$ cat config.mk
export PLATFORM = sky130hd
export DESIGN_NAME = add_accumulator
export DESIGN_NICKNAME = d
export VERILOG_FILES = /design/src/rtl/add_accumulator.sv
export SDC_FILE = /design/constraint.sdc
export NUM_CORES = 1
export LEC_CHECK = 0
export ABC_AREA = 1
export ABC_CLOCK_PERIOD_IN_PS = 5000
export BUFFER_PORTS_ARGS = -buffer_cell sky130_fd_sc_hd__clkbuf_2
export CORE_MARGIN = 8
export CORE_UTILIZATION = 58
export DETAILED_ROUTE_END_ITERATION = 6
export GPL_TIMING_DRIVEN = 0
export PLACE_DENSITY = 0.84
export SYNTH_ARGS = -nofsm -noshare
export SYNTH_HDL_FRONTEND = slang
export SYNTH_SLANG_ARGS = --single-unit
$ cat constraint.sdc
create_clock -name clk -period 5 [get_ports clk]
set_clock_uncertainty 0.15 [all_clocks]
set_input_delay 0.75 -clock clk [delete_from_list [all_inputs] [get_ports clk]]
set_output_delay 0.75 -clock clk [all_outputs]
set_load 0.01 [all_outputs]
$ cat src/rtl/add_accumulator.sv
// ---------------------------------------------------------------------------
// add_accumulator
//
// Sums a burst of unsigned operands and presents the total, the operand count
// and a sticky carry-out flag once the last operand of the burst is accepted.
// The result is held until the consumer takes it. The operand that arrives in
// the same cycle the result is taken opens the next burst with no bubble.
//
// Ports
//   clk        rising-edge clock for all state
//   rst        synchronous active-high reset; highest priority
//   clear      synchronous burst abort; discards a partial or unconsumed result
//   in_valid   operand present on in_data
//   in_ready   block can accept an operand this cycle
//   in_data    unsigned operand, DATA_W bits
//   in_last    operand is the final one of its burst
//   out_valid  burst result present
//   out_ready  consumer takes the result this cycle
//   out_sum    burst sum modulo 2^ACC_W
//   out_count  operands in the burst, saturating at 255
//   out_ovf    accumulator carried out of its top bit during the burst
// ---------------------------------------------------------------------------
module add_accumulator #(
  parameter int DATA_W = 8,
  parameter int ACC_W  = 16
) (
  input  logic              clk,
  input  logic              rst,
  input  logic              clear,
  input  logic              in_valid,
  output logic              in_ready,
  input  logic [DATA_W-1:0] in_data,
  input  logic              in_last,
  output logic              out_valid,
  input  logic              out_ready,
  output logic [ACC_W-1:0]  out_sum,
  output logic [7:0]        out_count,
  output logic              out_ovf
);

  typedef enum logic [1:0] {
    IDLE,
    ACCUM,
    DONE
  } state_t;

  state_t            state_q;
  state_t            state_d;
  logic [ACC_W-1:0]  acc_q;
  logic [7:0]        count_q;
  logic              ovf_q;
  logic              accept;
  logic              start;
  logic [ACC_W:0]    sum_ext;

  // Handshake outputs depend only on the state, except that in DONE the block
  // can take a new operand exactly when the held result is being consumed.
  always_comb begin
    in_ready  = 1'b1;
    out_valid = 1'b0;
    if (state_q == DONE) begin
      out_valid = 1'b1;
      in_ready  = out_ready;
    end
  end

  // An operand that arrives outside ACCUM always opens a new burst. The add is
  // one bit wider than the accumulator so the top bit is the carry-out.
  always_comb begin
    accept  = in_valid && in_ready;
    start   = accept && (state_q != ACCUM);
    sum_ext = (ACC_W + 1)'(acc_q) + (ACC_W + 1)'(in_data);
  end

  // Next-state logic; clear overrides any handshake in the same cycle.
  always_comb begin
    state_d = state_q;
    case (state_q)
      IDLE: begin
        if (accept) begin
          state_d = in_last ? DONE : ACCUM;
        end
      end
      ACCUM: begin
        if (accept) begin
          state_d = in_last ? DONE : ACCUM;
        end
      end
      DONE: begin
        if (out_ready) begin
          if (in_valid) begin
            state_d = in_last ? DONE : ACCUM;
          end else begin
            state_d = IDLE;
          end
        end
      end
      default: state_d = IDLE;
    endcase
    if (clear) begin
      state_d = IDLE;
    end
  end

  // State register.
  always_ff @(posedge clk) begin
    if (rst) begin
      state_q <= IDLE;
    end else begin
      state_q <= state_d;
    end
  end

  // Accumulator, count and overflow registers. They only move on an accepted
  // operand, so they naturally hold while a result waits in DONE. A cleared
  // operand is dropped, leaving the stale values invisible until the next
  // burst reloads them.
  always_ff @(posedge clk) begin
    if (rst) begin
      acc_q   <= '0;
      count_q <= '0;
      ovf_q   <= 1'b0;
    end else if (!clear && accept) begin
      if (start) begin
        acc_q   <= ACC_W'(in_data);
        count_q <= 8'd1;
        ovf_q   <= 1'b0;
      end else begin
        acc_q   <= sum_ext[ACC_W-1:0];
        count_q <= (count_q == 8'hFF) ? count_q : count_q + 8'd1;
        ovf_q   <= ovf_q | sum_ext[ACC_W];
      end
    end
  end

  // Results come straight from the registers.
  always_comb begin
    out_sum   = acc_q;
    out_count = count_q;
    out_ovf   = ovf_q;
  end

endmodule

==> summary.txt, run 1 <==
Run status
  – Status: finished, final reports clean

Clock tree
  – Number of CTS-inserted buffers: 3
  – Htree depth: 1
  – Post_cts resized: 0
  – Hold-fix buffers at CTS: 0
  – CTS Sinks: 27
  – Worst skew pair latency: 0.33 ns
  – Post-CTS Setup Bufs: 0
  – CTS root buffer: clkbuf_4
  – Worst-path clk slew: roughly 0.15 ns
  – Clock Tree Buf Depth: 2
  – CTS tree: done

Power
  – PD cells: ~200 mW/mm2
  – Pwr Total: between 0.4 and 0.5 mW
  – Worst VDD drop: 157 uV
  – Pleak: about 1.0 nW

Setup path
  – Setup crit end kind: flip-flop
  – FF-to-FF setup slack: between 3 and 4 ns
  – Critical Path Start: in_data[0]
  – Slowest CP cell: fa_1
  – Critical path peak fanout: 6
  – Crit path DAT: 2.26 ns
  – Kind of critical path: in2reg
  – Startpoint types: input pin
  – Most Frequent Cell on Critical Path: nand2_1
  – R2R depth: 11
  – CP cell instances: clkbuf_2, ha_1, fa_1, nand3_1, nand2_1, nand2_1, nand2_2, nand2_4, nor2_4, nand2_1, nand2_1, nor2_2
  – WP data required: approximately 5 ns
  – Critical R2R Capture: out_sum[10]$_SDFFE_PP0P_
  – CP endpoint: out_sum[10]$_SDFFE_PP0P_
  – Slowest stage delay, CP: slightly above 0.4 ns
  – Reg-to-reg startpoint: out_sum[0]$_SDFFE_PP0P_

Floorplan
  – Core area: just over 0.003 mm2
  – Die area: between 0.005 and 0.006 mm2
  – # rows: 20
  – IO Count: 41
  – Die Height: approximately 73 um
  – Die Span X: between 70 and 80 um
  – Initial core utilization: 0.614

Timing
  – Fin. Hold Viols: 0
  – Fin. max-slew vios: 0
  – Tmin final: ~2.1 ns
  – Rel. slew slack: 0.687
  – F_max: roughly 0.47 GHz
  – Setup_tns: 0 ns
  – Worst-Margin Slew: 0.469 ns
  – RSZ-0062 raised after global routing: no
  – Final setup viols: 0
  – Tcrit/Tclk final: 0.424

Synthesis
  – Post-Synthesis Cells: approximately 280
  – Count leader, synth: nand2_1
  – Synth top area share: 0.289
  – Ys flop type: dfxtp_1
  – Sequential-to-total area share from yosys stat: 0.289
  – Post-synth top cells: 70 x nand2_1, 35 x inv_1, 31 x nor2_1
  – Syn nets: about 300
  – Yosys warns: 0
  – Synth area leader: dfxtp_1
  – Avg Inst Size Synth: approximately 6.8 um2
  – Synth top area cells: dfxtp_1 29%, nand2_1 14%, inv_1 7.0%
  – Library cells used by synthesis: 35
  – Yosys reg bits: 27
  – Post-synth EDFFs: 0
  – Async set-reset flop share out of synthesis: 0
  – Synth Cell Area: 0.00187 mm2

Detailed routing
  – DRC violations left: 0
  – Iter 0 DRT Violations: 130
  – 1st-pass router iterations: 5
  – DR vias/cell: about 5
  – Final wirelength: ~4300 um
  – Routed wire length per instance: between 10 and 15 um
  – Via count: 1853
  – Antenna viol nets, final: 0

GRT
  – Largest net degree at the start of global routing: 15
  – Vias in the first global route: 1719
  – Initial antenna violation count: 0
  – First-pass GRT wire length: ~7400 um
  – Gr ovfl total: 0
  – Total track usage: 0.172

Place
  – Number of port buffers: 40
  – Hpwl dp: between 3000 and 4000 um
  – RePlAce Congestion: 0.859

Cells and area
  – Syn-to-layout area delta: 15.0%
  – Filler instances: 290
  – Ant diodes: 0
  – Nets: 346
  – Fraction of layout cells with a size suffix above 1: 0.212

Min path
  – Worst Hold Class: reg2reg

Flow run
  – Max-cap violations: 0
## worst max-delay path, delay by kind of cell
| family | cells | cell delay [ns] |
|---|---|---|
| adders and majority gates | 2 | 0.65 |
| buffers and inverters | 1 | 0.10 |
| and+or+nand+nor | 9 | 0.75 |
## placed cells by master (no fill, tap or decap), types with 2 or more instances in the layout
cell / n
nand2_4: 4
nor3b_2: 2
a21oi_1: 23
nor3_1: 4
inv_1: 35
ha_1: 9
xor2_1: 4
clkbuf_1: 2
nor2_1: 31
clkbuf_2: 40
nand3_1: 22
clkbuf_4: 3
o21a_1: 2
xnor2_1: 4
inv_2: 5
o21ai_1: 9
nand4_1: 3
dfxtp_1: 27
nand3b_1: 2
o211ai_1: 2
nor2_4: 3
nand2_1: 70
## power by group
| part | internal [mW] | switching, mW |
|---|---|---|
| registers | 0.221 | 0.00608 |
| clock network | 0.0313 | 0.0668 |
| logic | 0.0377 | 0.0629 |
| total | 0.290 | 0.136 |
## metal layers
| metal | up-vias | GRT usage | routed length [um] |
|---|---|---|---|
| met3 | 6 | 0.0440 | 298 |
| met2 | 56 | 0.274 | 1920 |
| met5 | - | 0 | 0 |
| met4 | 0 | 0.0400 | 49 |
| li1 | 981 | - | - |
| met1 | 810 | 0.223 | 2010 |
## cell type report
class                      count  area (um2)  share of cell area
multi-input combinational    206        1150               0.534
tap                           44        55.1              0.0256
sequential                    27         541               0.251
timing repair buffer          40         200              0.0929
buffer                         3        26.3              0.0122
clock buffer                   4        26.3              0.0122
inverter                      41         155              0.0720
## stage by stage
stage | cells | util | instance area (um2) | hold slack [ns] | setup WS, ns
global route | 365 | 0.706 | 2150 | 0.348 | 2.79
finish | 365 | 0.706 | 2150 | 0.305 | 2.88
detailed placement | 361 | 0.697 | 2130 | 0.288 | 2.53
floorplan | 277 | - | 1870 | 0.320 | 2.81
CTS | 365 | 0.706 | 2150 | 0.310 | 2.89
global placement | 361 | 0.697 | 2130 | 0.287 | 2.55
## how the worst min path moves through the flow
stage                            to                 start  slack (ns)  depth (start not counted)
6_report       out_ovf$_SDFFE_PP0P_  out_ovf$_SDFFE_PP0P_        0.31                          2
5_1_grt        out_ovf$_SDFFE_PP0P_  out_ovf$_SDFFE_PP0P_        0.35                          2
4_1_cts        out_ovf$_SDFFE_PP0P_  out_ovf$_SDFFE_PP0P_        0.31                          2
3_5_place_dp   out_ovf$_SDFFE_PP0P_  out_ovf$_SDFFE_PP0P_        0.29                          2
3_3_place_gp   out_ovf$_SDFFE_PP0P_  out_ovf$_SDFFE_PP0P_        0.29                          2
2_1_floorplan  out_ovf$_SDFFE_PP0P_  out_ovf$_SDFFE_PP0P_        0.32                          2
## registers in the layout, summed over array words and instances, names as in the netlist
name       cells
state_q        2
out_count      8
out_sum       16
out_ovf        1
## cells by family (layout without fill, tap and decap cells)
group	after synthesis	after routing	share of synthesized area
xor+xnor	8	8	0.0374
buf+inv	44	88	0.0969
flops	27	27	0.289
fa+ha+maj	10	10	0.0708
compound gates	41	41	0.126
simple gates	147	147	0.381
No activity file was read; power rests on OpenSTA's default activity.
==> inputs of run 2 (changes only) <==
Settings changed: ABC_CLOCK_PERIOD_IN_PS 5000 to 2100, CORE_UTILIZATION 58 to 54, PLACE_DENSITY 0.84 to 0.79.
Clock period 5 ns to 2.1 ns, I/O delays scaled along.
==> run 2 against run 1 <==
Against the previous run:
- final cell count is 0.55% higher
- wire length stayed put
- first-iteration DRC count increased by 25%
- critical path depth decreased by 1
- global-route usage down 1.1 points
- combinational power is 140% higher
- sequential cell count is the same
- critical path type is now reg2reg
- critical endpoint unchanged
==> summary.txt, run 2 (synthesis gave the netlist of run 1 again) <==
Detailed routing
  – Iter 0 DRT Violations: 163 (+25%)
  – Antenna viol nets, final: 0 (unchanged)
  – Final wirelength: 4280 um (unchanged)
  – 1st-pass router iterations: 4 (-1)
  – DR vias/cell: 5.02 (-1.1%)
  – Routed wire length per instance: 11.6 um (-0.54%)
  – Via count: 1842 (-0.59%)
  – DRC violations left: 0 (unchanged)

Floorplan
  – Initial core utilization: 0.561 (-0.0522)
  – IO Count: 41 (unchanged)
  – # rows: 21 (+5.0%)
  – Die Height: 74.9 um (+2.8%)
  – Die area: 0.00561 mm2 (+5.8%)
  – Core area: 0.00334 mm2 (+9.3%)
  – Die Span X: 74.9 um (+2.8%)

Cells and area
  – Ant diodes: 0 (unchanged)
  – Most common cell after layout, fill and taps aside: nand2_1
  – Design area: 0.00216 mm2 (+0.41%)
  – Nets: 346 (unchanged)
  – Filler instances: 342 (+18%)
  – Max FFs per register: 16 (unchanged)
  – Most frequent cells in the layout: 70 x nand2_1, 40 x clkbuf_2, 35 x inv_1
  – Syn-to-layout area delta: 15.5%
  – Fraction of layout cells with a size suffix above 1: 0.218 (+0.00623)

GRT
  – Total track usage: 0.161 (-0.0108)
  – First-pass GRT wire length: 7200 um (-3.3%)
  – Initial antenna violation count: 0 (unchanged)
  – Largest net degree at the start of global routing: 17 (+2)
  – Gr ovfl total: 0 (unchanged)
  – Vias in the first global route: 1707 (-0.70%)

Timing
  – Worst-Margin Slew: 0.460 ns (-0.00914 ns)
  – Rel. slew slack: 0.693 (+0.00609)
  – Final setup viols: 0 (unchanged)
  – Hold_ws: 0.0668 ns (-0.239 ns)
  – F_max: about 0.52 GHz
  – RSZ-0062 raised after global routing: no
  – Tcrit/Tclk final: 0.915
  – Setup_tns: 0 ns (unchanged)
  – Tmin final: about 1.9 ns
  – Fin. Hold Viols: 0 (unchanged)
  – Worst setup margin: 0.178 ns (-2.70 ns)
  – Fin. max-slew vios: 0 (unchanged)

Setup path
  – Crit path DAT: 2.04 ns (-0.22 ns)
  – Setup crit end kind: flip-flop
  – Slowest stage delay, CP: 0.39 ns (-0.02 ns)
  – Startpoint types: flip-flop
  – Critical path peak fanout: 6 (unchanged)
  – WP data required: 2.21 ns (-2.93 ns)
  – CP cell instances: ha_1, fa_2, nand3_1, nand2_1, nand2_1, nand2_2, nand2_4, nor2_4, nand2_1, nand2_1, nor2_2
  – Delay-heaviest family, CP: simple AND/OR/NAND/NOR gates
  – Most Frequent Cell on Critical Path: nand2_1
  – Kind of critical path: reg2reg
  – CP Buf/Inv Count: 0 (-1)
  – Slowest CP cell: dfxtp_1

Place
  – Post-Place Cell Area: 0.00213 mm2 (+0.12%)
  – DP Worst Slack: 0.0427 ns (-2.48 ns)
  – Hpwl dp: 3370 um (-1.1%)
  – RePlAce Congestion: 0.834 (-2.9%)
  – Number of port buffers: 40 (unchanged)

Clock tree
  – Worst-path clk slew: 0.16 ns (about the same)
  – Number of CTS-inserted buffers: 3 (unchanged)
  – Post-CTS Setup Bufs: 0 (unchanged)
  – CTS tree: done
  – Worst skew pair latency: 0.34 ns (about the same)
  – CTS Sinks: 27 (unchanged)
  – Hold-fix buffers at CTS: 0 (unchanged)
  – Htree depth: 1 (unchanged)
  – CTS root buffer: clkbuf_4
  – Clock Tree Buf Depth: 2 (unchanged)
  – Post_cts resized: 0 (unchanged)

Flow run
  – Max-cap violations: 0 (unchanged)

Power
  – PD cells: 474 mW/mm2 (+140%)
  – Pleak: 1.03 nW (-0.25%)
  – Worst VDD drop: 373 uV (+140%)
  – Pwr Total: 1.03 mW (+140%)

Min path
  – Worst Hold Class: in2reg

Run status
  – Status: finished, final reports clean
[run 2: routing by layer]
layer	vias up	global-route usage	wire length [um]
met1	808	0.200	1960
met4	0	0.0587	59
met5	-	0	0
met2	49	0.267	1970
li1	980	-	-
met3	5	0.0306	289
[run 2: power by group]
part | leakage [nW] | switching [mW] | internal (mW)
sequential | 0.219 | 0.0148 | 0.527
combinational | 0.794 | 0.150 | 0.0902
clock | 0.0139 | 0.170 | 0.0732
total | 1.03 | 0.335 | 0.691
[run 2: worst paths after layout]
kind / start / to / depth (start not counted) / slack (ns)
worst max-delay path: out_sum[0]$_SDFFE_PP0P_ / out_sum[10]$_SDFFE_PP0P_ / 11 / 0.18
worst min-delay path: rst / out_count[1]$_SDFFE_PP0P_ / 2 / 0.07
worst max register to register: out_sum[0]$_SDFFE_PP0P_ / out_sum[10]$_SDFFE_PP0P_ / 11 / 0.18
worst min register to register: out_ovf$_SDFFE_PP0P_ / out_ovf$_SDFFE_PP0P_ / 2 / 0.31
[run 2: through the flow]
| step | utilization | std cells |
|---|---|---|
| 6_report | 0.648 | 367 |
| 5_1_grt | 0.648 | 367 |
| 4_1_cts | 0.648 | 367 |
| 3_5_place_dp | 0.639 | 363 |
| 3_3_place_gp | 0.639 | 363 |
| 2_1_floorplan | - | 277 |
[run 2: cell type report]
class / count / area (um2) / share of cell area
clock buffers: 3 / 22.5 / 0.0104
multi-input cells: 206 / 1150 / 0.533
plain buffers: 3 / 26.3 / 0.0121
flip-flops and latches: 27 / 541 / 0.250
well taps: 46 / 57.6 / 0.0266
inverters: 41 / 155 / 0.0717
repair buffers: 40 / 200 / 0.0925
clock inverters: 1 / 7.51 / 0.00347
==> inputs of run 3 (changes only) <==
Settings changed: ABC_CLOCK_PERIOD_IN_PS 2100 to 1900.
Clock period 2.1 ns to 1.9 ns, I/O delays scaled along.
==> run 3 against run 2 <==
Against the previous run:
- non-clock buffer count up 3
- power increased by 12%
- sequential cell count unchanged
- critical endpoint unchanged
- largest cell class unchanged
- final area is 2.2% higher
- clock power up 11%
==> summary.txt, run 3 (synthesis gave the netlist of run 1 again) <==
Run status
  – Status: finished, final reports clean

Setup path
  – WP data required: 2.05 ns (-0.16 ns)
  – Setup crit end kind: flip-flop
  – Startpoint types: flip-flop
  – CP cell instances: ha_2, fa_2, nand3_2, nand2_2, nand2_2, nand2_4, nand2_4, nor2_4, nand2_1, nand2_1, nor2_2
  – Slowest CP cell: dfxtp_2
  – Crit path DAT: 1.93 ns (-0.11 ns)
  – Critical path peak fanout: 6 (unchanged)
  – Kind of critical path: reg2reg
  – Slowest stage delay, CP: 0.36 ns (-0.03 ns)

Detailed routing
  – Final wirelength: 4360 um (+2.0%)
  – 1st-pass router iterations: 4 (unchanged)
  – DRC violations left: 0 (unchanged)
  – DR vias/cell: 5.05 (+0.70%)
  – Via count: 1870 (+1.5%)
  – Routed wire length per instance: 11.8 um (+1.2%)
  – Iter 0 DRT Violations: 186 (+14%)
  – Antenna viol nets, final: 0 (unchanged)

Timing
  – Tmin final: 1.78 ns (-0.141 ns)
  – Rel. slew slack: 0.676 (-0.0173)
  – Final setup viols: 0 (unchanged)
  – Fin. max-slew vios: 0 (unchanged)
  – Worst setup margin: 0.119 ns (-0.0588 ns)
  – Fin. Hold Viols: 0 (unchanged)
  – F_max: 0.561 GHz (+7.9%)
  – Setup_tns: 0 ns (unchanged)
  – RSZ-0062 raised after global routing: no
  – Tcrit/Tclk final: 0.937 (+0.0220)
  – Worst-Margin Slew: 0.486 ns (+0.0259 ns)

Min path
  – Worst Hold Class: in2reg

Floorplan
  – IO Count: 41 (unchanged)
  – Die Span X: 74.9 um (unchanged)
  – Die Height: 74.9 um (unchanged)
  – Die area: 0.00561 mm2 (unchanged)
  – Core area: 0.00334 mm2 (unchanged)
  – Initial core utilization: 0.561 (unchanged)
  – # rows: 21 (unchanged)

GRT
  – Largest net degree at the start of global routing: 17 (unchanged)
  – Gr ovfl total: 0 (unchanged)
  – First-pass GRT wire length: 7250 um (+0.58%)
  – Total track usage: 0.162 (+0.000824)
  – Vias in the first global route: 1721 (+0.82%)
  – Initial antenna violation count: 0 (unchanged)

Place
  – Number of port buffers: 40 (unchanged)
  – Placed insts: 363 (unchanged)
  – Post-Place Cell Area: 0.00213 mm2 (unchanged)
  – RePlAce Congestion: 0.834 (unchanged)
  – Hpwl dp: 3370 um (unchanged)
  – DP Worst Slack: -0.127 ns (-0.170 ns)

Cells and area
  – Fraction of layout cells with a size suffix above 1: 0.247 (+0.0288)
  – Filler instances: 335 (-2.0%)
  – Most common cell after layout, fill and taps aside: nand2_1
  – Most frequent cells in the layout: 68 x nand2_1, 40 x clkbuf_2, 35 x inv_1
  – Ant diodes: 0 (unchanged)
  – Nets: 349 (+0.87%)
  – Design area: 0.00221 mm2 (+2.2%)
  – Max FFs per register: 16 (unchanged)
  – Final Non-Filler Cells: 370 (+0.82%)
  – Syn-to-layout area delta: 18.0%

Clock tree
  – CTS Sinks: 27 (unchanged)
  – CTS tree: done
  – Number of CTS-inserted buffers: 3 (unchanged)
  – CTS root buffer: clkbuf_4
  – Worst skew pair latency: 0.34 ns (about the same)
  – Htree depth: 1 (unchanged)
  – Hold-fix buffers at CTS: 0 (unchanged)
  – Clock Tree Buf Depth: 2 (unchanged)
  – Worst-path clk slew: 0.16 ns (about the same)

Flow run
  – Max-cap violations: 0 (unchanged)

Power
  – Worst VDD drop: 418 uV (+12%)
  – Pwr Total: 1.15 mW (+12%)
  – PD cells: 520 mW/mm2 (+9.6%)
  – Pleak: 1.04 nW (+1.1%)
-- run 3: cell types whose count changed in the layout (fill, tap and decap cells not counted), sizes merged --
cell,change
buf,+3
-- run 3: metal layers --
metal / wire length (um) / global-route usage
met2: 2000 / 0.270
met3: 221 / 0.0306
met5: 0 / 0
met1: 2080 / 0.200
met4: 61 / 0.0587
-- run 3: layout make-up --
cell class              count  area [um2]  share of cell area
well taps                  46        57.6              0.0260
repair buffers             43         223               0.101
multi-input cells         206        1170               0.531
flip-flops and latches     27         546               0.247
inverters                  41         155              0.0702
clock buffers               3        22.5              0.0102
plain buffers               3        26.3              0.0119
clock inverters             1        7.51             0.00340
-- run 3: critical path, delay by kind of cell (launching register included) --
family        cells  cell delay (ns)
flops             1             0.36
fa+ha+maj         2             0.56
simple gates      9             0.67
-- run 3: final timing paths --
kind                                               from                         to  slack [ns]  cells past startpoint
worst max-delay path            out_sum[0]$_SDFFE_PP0P_   out_sum[10]$_SDFFE_PP0P_        0.12                     11
worst min register to register     out_ovf$_SDFFE_PP0P_       out_ovf$_SDFFE_PP0P_        0.31                      2
worst min-delay path                                rst  out_count[1]$_SDFFE_PP0P_        0.03                      2
worst max register to register  out_sum[0]$_SDFFE_PP0P_   out_sum[10]$_SDFFE_PP0P_        0.12                     11
-- run 3: power breakdown --
part,switching [mW],total [mW],internal [mW]
Sequential,0.0165,0.599,0.583
Combinational,0.171,0.277,0.106
Clock,0.191,0.272,0.0809
-- run 3: repair_timing --
action / CTS / global route
setup endpoints to repair: 4 / 12
setup buffers: 0 / 3
cloned: 0 / 0
pin swaps: 0 / 1
gates resized for setup: 2 / 8
-- run 3: per-stage QoR --
step | hold WS [ns] | util
2_1_floorplan | 0.204 | -
3_3_place_gp | 0.286 | 0.639
3_5_place_dp | 0.296 | 0.639
4_1_cts | 0.0319 | 0.649
5_1_grt | 0.0117 | 0.663
6_report | 0.0340 | 0.663
